**src/rtl/datapath_ext_pkg.sv**
```systemverilog
// Shared types and constants for the extended accumulator datapath.
package datapath_ext_pkg;

    typedef enum logic [2:0] {
        OP_ADD = 3'b000,
        OP_SUB = 3'b001,
        OP_AND = 3'b010,
        OP_OR  = 3'b011,
        OP_XOR = 3'b100,
        OP_SHL = 3'b101,
        OP_SHR = 3'b110,
        OP_MUL = 3'b111
    } alu_op_t;

    typedef enum logic [1:0] {
        SEL_ALU     = 2'b00,
        SEL_OPERAND = 2'b01,
        SEL_MEM     = 2'b10,
        SEL_NONE    = 2'b11
    } sel_a_t;

    typedef enum logic [1:0] {
        MS_IDLE = 2'b00,
        MS_MUL  = 2'b01,
        MS_DONE = 2'b10
    } mul_state_t;

    localparam int FLAG_Z     = 0;
    localparam int FLAG_N     = 1;
    localparam int FLAG_C     = 2;
    localparam int FLAG_V     = 3;
    localparam int FLAG_COUNT = 4;

endpackage

```
**src/rtl/datapath_ext_seq_multiplier.sv**
```systemverilog
// Unsigned shift-add multiplier, one multiplier bit per cycle, with busy/done handshake.
module seq_multiplier
    import datapath_ext_pkg::*;
#(
    parameter int DATA_WIDTH = 11
) (
    input  logic                      clk_i,
    input  logic                      rst_i,
    input  logic                      start_i,
    input  logic [DATA_WIDTH-1:0]     a_i,
    input  logic [DATA_WIDTH-1:0]     b_i,
    output logic                      busy_o,
    output logic                      done_o,
    output logic                      last_o,
    output logic [2*DATA_WIDTH-1:0]   product_o
);
    localparam int W  = DATA_WIDTH;
    localparam int CW = $clog2(DATA_WIDTH);
    localparam logic [CW-1:0] LAST_BIT = CW'(DATA_WIDTH - 1);

    mul_state_t      state_q;
    logic [CW-1:0]   cnt_q;
    logic            busy_q, done_q;
    logic [2*W-1:0]  prod_q, prod_d, mcand_q;
    logic [W-1:0]    mplier_q;

    // last_o and product_o are the values the final step produces, so the
    // owner can commit the result on the same edge the FSM leaves MUL.
    assign prod_d    = prod_q + (mplier_q[0] ? mcand_q : '0);
    assign last_o    = (state_q == MS_MUL) && (cnt_q == LAST_BIT);
    assign product_o = prod_d;
    assign busy_o    = busy_q;
    assign done_o    = done_q;

    always_ff @(posedge clk_i or posedge rst_i) begin
        if (rst_i) begin
            state_q <= MS_IDLE;
            cnt_q   <= '0;
            busy_q  <= 1'b0;
            done_q  <= 1'b0;
        end else begin
            case (state_q)
                MS_MUL: begin
                    cnt_q <= cnt_q + 1'b1;
                    if (cnt_q == LAST_BIT) begin
                        state_q <= MS_DONE;
                        cnt_q   <= '0;
                        busy_q  <= 1'b0;
                        done_q  <= 1'b1;
                    end
                end
                default: begin
                    done_q <= 1'b0;
                    if (start_i) begin
                        state_q <= MS_MUL;
                        cnt_q   <= '0;
                        busy_q  <= 1'b1;
                    end else begin
                        state_q <= MS_IDLE;
                    end
                end
            endcase
        end
    end

    always_ff @(posedge clk_i) begin
        if (start_i && !busy_q) begin
            prod_q   <= '0;
            mcand_q  <= {{W{1'b0}}, a_i};
            mplier_q <= b_i;
        end else if (busy_q) begin
            prod_q   <= prod_d;
            mcand_q  <= mcand_q << 1;
            mplier_q <= mplier_q >> 1;
        end
    end

endmodule

```
**src/rtl/datapath_ext.sv**
```systemverilog
// Accumulator bank, extended ALU, Z/N/C/V flag register and multiply write-back arbitration.
module datapath_ext
    import datapath_ext_pkg::*;
#(
    parameter int DATA_WIDTH = 11,
    parameter int ACC_COUNT  = 2,
    localparam int AW = $clog2(ACC_COUNT)
) (
    input  logic                  clock_in,
    input  logic                  reset_in,
    input  logic [DATA_WIDTH-1:0] operand_in,
    input  logic [DATA_WIDTH-1:0] data_memory_in,
    input  logic [2:0]            op_alu_in,
    input  logic [1:0]            sel_A_in,
    input  logic                  sel_B_in,
    input  logic [AW-1:0]         acc_sel_in,
    input  logic                  acc_wr_in,
    input  logic                  status_wr_in,
    output logic [DATA_WIDTH-1:0] data_out,
    output logic [DATA_WIDTH-1:0] ext_out,
    output logic [DATA_WIDTH-1:0] data_memory_address_out,
    output logic                  flag_Z_out,
    output logic                  flag_N_out,
    output logic                  flag_C_out,
    output logic                  flag_V_out,
    output logic                  busy_out,
    output logic                  done_out
);
    localparam int W = DATA_WIDTH;

    alu_op_t                 op;
    sel_a_t                  sel_a;
    logic [W-1:0]            acc_q [ACC_COUNT];
    logic [W-1:0]            a_val, b_val, alu_res, wr_data;
    logic signed [W-1:0]     a_s;
    logic [W:0]              wide;
    logic                    alu_c, alu_v;
    logic [FLAG_COUNT-1:0]   alu_flags, mul_flags, flags_q;
    logic                    mul_busy, mul_last, mul_start, acc_wr_en, flag_wr_en;
    logic [2*W-1:0]          mul_prod;
    logic [AW-1:0]           dest_q;
    logic                    flag_latch_q;

    function automatic logic signed_ovf(input logic sa, input logic sb,
                                        input logic sr, input logic is_sub);
        logic sb_eff;
        sb_eff = is_sub ? ~sb : sb;
        return (sa == sb_eff) && (sr != sa);
    endfunction

    assign op    = alu_op_t'(op_alu_in);
    assign sel_a = sel_a_t'(sel_A_in);
    assign a_val = acc_q[acc_sel_in];
    assign a_s   = a_val;
    assign b_val = sel_B_in ? data_memory_in : operand_in;

    always_comb begin
        alu_res = '0;
        alu_c   = 1'b0;
        alu_v   = 1'b0;
        wide    = '0;
        case (op)
            OP_ADD: begin
                wide    = {1'b0, a_val} + {1'b0, b_val};
                alu_res = wide[W-1:0];
                alu_c   = wide[W];
                alu_v   = signed_ovf(a_val[W-1], b_val[W-1], alu_res[W-1], 1'b0);
            end
            OP_SUB: begin
                wide    = {1'b0, a_val} - {1'b0, b_val};
                alu_res = wide[W-1:0];
                alu_c   = wide[W];
                alu_v   = signed_ovf(a_val[W-1], b_val[W-1], alu_res[W-1], 1'b1);
            end
            OP_AND: alu_res = a_val & b_val;
            OP_OR:  alu_res = a_val | b_val;
            OP_XOR: alu_res = a_val ^ b_val;
            OP_SHL: begin
                alu_res = a_val << 1;
                alu_c   = a_val[W-1];
            end
            OP_SHR: begin
                alu_res = a_s >>> 1;
                alu_c   = a_val[0];
            end
            default: alu_res = '0;
        endcase
        alu_flags         = '0;
        alu_flags[FLAG_Z] = (alu_res == '0);
        alu_flags[FLAG_N] = alu_res[W-1];
        alu_flags[FLAG_C] = alu_c;
        alu_flags[FLAG_V] = alu_v;
    end

    always_comb begin
        mul_flags         = '0;
        mul_flags[FLAG_Z] = (mul_prod[W-1:0] == '0);
        mul_flags[FLAG_N] = mul_prod[W-1];
        mul_flags[FLAG_C] = |mul_prod[2*W-1:W];
    end

    always_comb begin
        case (sel_a)
            SEL_OPERAND: wr_data = operand_in;
            SEL_MEM:     wr_data = data_memory_in;
            default:     wr_data = alu_res;
        endcase
    end

    // A multiply start claims the edge: neither accumulators nor flags move on it.
    assign mul_start  = acc_wr_in && (op == OP_MUL) && (sel_a == SEL_ALU) && !mul_busy;
    assign acc_wr_en  = acc_wr_in && !mul_busy && !mul_start && (sel_a != SEL_NONE);
    assign flag_wr_en = status_wr_in && !mul_busy && !mul_start;

    seq_multiplier #(.DATA_WIDTH(W)) u_mul (
        .clk_i     (clock_in),
        .rst_i     (reset_in),
        .start_i   (mul_start),
        .a_i       (a_val),
        .b_i       (b_val),
        .busy_o    (mul_busy),
        .done_o    (done_out),
        .last_o    (mul_last),
        .product_o (mul_prod)
    );

    always_ff @(posedge clock_in or posedge reset_in) begin
        if (reset_in) begin
            for (int i = 0; i < ACC_COUNT; i++) acc_q[i] <= '0;
            flags_q <= '0;
        end else if (mul_last) begin
            acc_q[dest_q] <= mul_prod[W-1:0];
            if (flag_latch_q) flags_q <= mul_flags;
        end else begin
            if (acc_wr_en)  acc_q[acc_sel_in] <= wr_data;
            if (flag_wr_en) flags_q <= alu_flags;
        end
    end

    always_ff @(posedge clock_in) begin
        if (mul_start) begin
            dest_q       <= acc_sel_in;
            flag_latch_q <= status_wr_in;
        end
    end

    assign data_out                = a_val;
    assign ext_out                 = alu_res;
    assign data_memory_address_out = operand_in;
    assign flag_Z_out              = flags_q[FLAG_Z];
    assign flag_N_out              = flags_q[FLAG_N];
    assign flag_C_out              = flags_q[FLAG_C];
    assign flag_V_out              = flags_q[FLAG_V];
    assign busy_out                = mul_busy;

endmodule

```
**config.mk**
```make
export PLATFORM = sky130hd
export DESIGN_NAME = datapath_ext
export DESIGN_NICKNAME = d
export VERILOG_FILES = /design/src/rtl/datapath_ext_pkg.sv /design/src/rtl/datapath_ext_seq_multiplier.sv /design/src/rtl/datapath_ext.sv
export SDC_FILE = /design/constraint.sdc
export NUM_CORES = 1
export LEC_CHECK = 0
export ABC_AREA = 1
export CORE_MARGIN = 8
export CORE_UTILIZATION = 35
export CTS_CLUSTER_SIZE = 40
export DETAILED_ROUTE_END_ITERATION = 8
export GPL_TIMING_DRIVEN = 0
export PLACE_DENSITY_LB_ADDON = 0.25
export SYNTH_ARGS = -nofsm -noshare
export SYNTH_HDL_FRONTEND = slang
export SYNTH_HIERARCHICAL = 1
export SYNTH_SLANG_ARGS = --single-unit
```
**constraint.sdc**
```tcl
create_clock -name clock_in -period 3.85 [get_ports clock_in]
set_clock_uncertainty 0.15 [all_clocks]
set_input_delay 0.385 -clock clock_in [delete_from_list [all_inputs] [get_ports clock_in]]
set_output_delay 0.385 -clock clock_in [all_outputs]
set_load 0.005 [all_outputs]
```
==> results.toml <==
[status]
outcome = "complete, no violations"

[yosys]
yosys.area.top_type = "nand2_1"
synth_nets = 1301
synth.yosys.warnings = 6
synth_cells = 1204
synth_edf_count = 24
postSynth.asyncResetShare = 0.3667
ys_ff_latch = 90
synthAdderAreaFrac = 0.1035
synth.top_cell.area_share = 0.1618
synth_top_family_by_area = "simple AND/OR/NAND/NOR gates"
seq_area_frac_synth = 0.2774
synth_area_mm2 = 0.007956
synth_compound_area_frac = 0.1256
synth.most_common_cell = "nand2_1"
synthFlopType = "dfxtp_1"
yosys-top-cells-count = "nand2_1 (343), inv_1 (198), nor2_1 (101), nand3_1 (93)"
netlist_top_cells_area = "nand2_1 (16%), dfrtp_1 (10%), ha_1 (9.6%)"
synth-simple-area-share = 0.3249
ys_types = 47
avgSynthCellArea_um2 = 6.608
yosys.area_share.xor_xnor = 0.01321
synthMuxAreaShare = 0.02831

[min_path]
min_path_type = "in -> reg"

[clocking]
cts_root_buf = "clkbuf_16"
numCtsBuffers = 9
cts_tree = "yes"
cts_sinks = 90
clkLatencyLatePin_ns = 0.35
cts.reportedPaths.clkPinSlew_ns = 0.08
htree_levels = 3
clockBufferDepth = 2

[route]
vias_per_cell = 5.092
drtIter0Drc = 836
firstDrtPassIters = 5
ant_nets = 0
vias = 8050
wl_um = 26520
drc = 0
wl_per_cell_um = 16.77

[die]
rows = 55
die-area_mm2 = 0.02781
die_w_um = 166.8
io_pins = 72
die_height_um = 166.8
start_util = 0.3536
coreArea_mm2 = 0.02250

[sta]
setup_viol = 0
period_share = 0.9536
max_freq_ghz = 0.2724
tightest_slew_ns = 1.056
finalHoldViolations = 0
period_needed_ns = 3.671
slew_headroom = 0.2952
rsz0062_at_grt = "yes"
drv_slew = 0

[power_and_ir_drop]
p_per_area_mw_per_mm2 = 654.7
leakagePower_uw = 0.004942
ir_drop_mv = 0.2467
p_total_uw = 6261

[job]
cap_violations = 0

[worst_setup_path]
cp_common_cell = "nand2_1"
cp_cell_sequence = "buf_4 > buf_8 > inv_1 > nand2_1 > nand2_4 > inv_1 > ha_1 > buf_2 > inv_1 > a21oi_2 > nand3_1 > nand2_1 > nand2_1 > nand2_1 > nand3_1 > nand3_1 > clkdlybuf4s50_1"
cp-start-kind = "input pin"
critPathCaptureType = "primary output"
path_delay_family = "buffers and inverters"
critical_path_peak_fanout = 10
cp.required_ns = 3.31
crit_type = "in -> out"
max_stage_delay_ns = 0.52
crit_buf_inv = 7
crit_arrival_ns = 3.14
cpMaxStageDelayCell = "clkdlybuf4s50_1"

[placement]
dpl.hpwl_um = 20980
dpl_cell_area_mm2 = 0.009001
io_buffers = 68
gp_congestion = 0.9564

[layout]
syn2layout_area_growth_pct = 20.19
drive_above_1_share = 0.1042
design_area_mm2 = 0.009563
fillers = 2379
nets = 1388
regArea_mm2 = 0.002207
antenna_cells = 0
multiInputGateArea_mm2 = 0.004898

[global_route]
first_global_vias = 7722
track_usage = 0.1879
grt_first_pass_wirelength_um = 41680
grt_max_degree = 32
grt_overflow = 0
antenna_found_initial = 1
## path summary, 6_finish.rpt
path,slack (ns),from,endpoint,cells after the start
setup / recovery,0.18,acc_sel_in,ext_out[9],17
hold / removal,0.21,acc_sel_in,dest_q,1
setup reg to reg,0.26,u_mul/mplier_q[0],flags_q[2],21
hold reg to reg,0.31,u_mul/prod_q[9],u_mul/prod_q[9],2
max in group asynchronous,2.36,reset_in,flags_q[1],2
min in group asynchronous,0.23,reset_in,u_mul/done_o,2
## report_power, final
part	internal (uW)	total, uW	switching [uW]
logic	1350	3730	2370
clock network	523	951	427
registers	1380	1580	200
total	3260	6260	3000
## cell families after synthesis
group,count (synthesis)
compound gates,166
xor+xnor,12
fa+ha+maj,64
buf+inv,248
flops,90
mux,20
simple gates,604
## per-layer routing
layer,track usage,vias to the layer above,wire length (um)
met5,0,-,11
met3,0.03735,40,1808
met1,0.2480,3709,12120
met2,0.3019,267,11960
met4,0.06385,2,622
li1,-,4032,-
## repair_timing
action                     in CTS  in global routing
gates resized for setup        40                 40
gates cloned                    1                  0
hold buffers                    0                  0
setup buffers                   1                  5
pin swaps                       0                  1
setup endpoints to repair      14                  8
## layout by cell type (no fill, tap or decap), types with 6 or more instances in the layout
master | netlist | layout
nand2_1 | 343 | 339
inv_1 | 198 | 196
nor2_1 | 101 | 100
nand3_1 | 93 | 91
clkdlybuf4s50_1 | 0 | 64
ha_1 | 61 | 60
a21oi_1 | 61 | 58
dfrtp_1 | 33 | 33
dfxtp_1 | 33 | 33
o21ai_0 | 43 | 25
edfxtp_1 | 24 | 24
buf_4 | 13 | 22
mux2_2 | 20 | 20
and2_1 | 14 | 14
clkbuf_1 | 16 | 13
o22ai_1 | 13 | 13
a221o_1 | 11 | 11
a22oi_1 | 11 | 11
buf_2 | 11 | 10
nand4_1 | 10 | 10
nand2_2 | 8 | 10
xor2_1 | 10 | 10
clkbuf_16 | 0 | 9
nand3_2 | 6 | 8
o21ai_2 | 0 | 8
o21ai_1 | 3 | 8
inv_2 | 5 | 7
a21oi_2 | 3 | 6
nor2_2 | 5 | 6
nand3b_1 | 6 | 6
## state kept, by name (all words and copies together) (netlist names)
register,count
u_mul/prod_q,22
u_mul/state_q,1
dest_q,1
flags_q,4
u_mul/cnt_q,4
u_mul/busy_o,1
flag_latch_q,1
acc_q,22
u_mul/done_o,1
u_mul/mcand_q,22
u_mul/mplier_q,11
## stage by stage
stage	hold WS [ns]	worst slack [ns]	utilization	std cells	TNS (ns)
6_report	0.2109	0.1786	0.4250	1581	0
5_1_grt	0.1937	-0.05389	0.4250	1581	-0.05389
4_1_cts	0.2680	0.01525	0.4185	1576	0
3_5_place_dp	0.2987	-0.9979	0.4000	1558	-11.31
3_3_place_gp	0.2911	-1.173	0.3997	1557	-15.89
2_1_floorplan	0.03840	0.8054	-	1204	0
## cell type report
cell class,count,share of cell area
Timing Repair Buffer,76,0.07719
Tap cell,285,0.03729
Inverter,205,0.08073
Multi-Input combinational cell,866,0.5122
Buffer,43,0.02852
Sequential cell,90,0.2308
Clock buffer,9,0.02355
Clock inverter,7,0.009682
(Power assumes the default switching activity.)
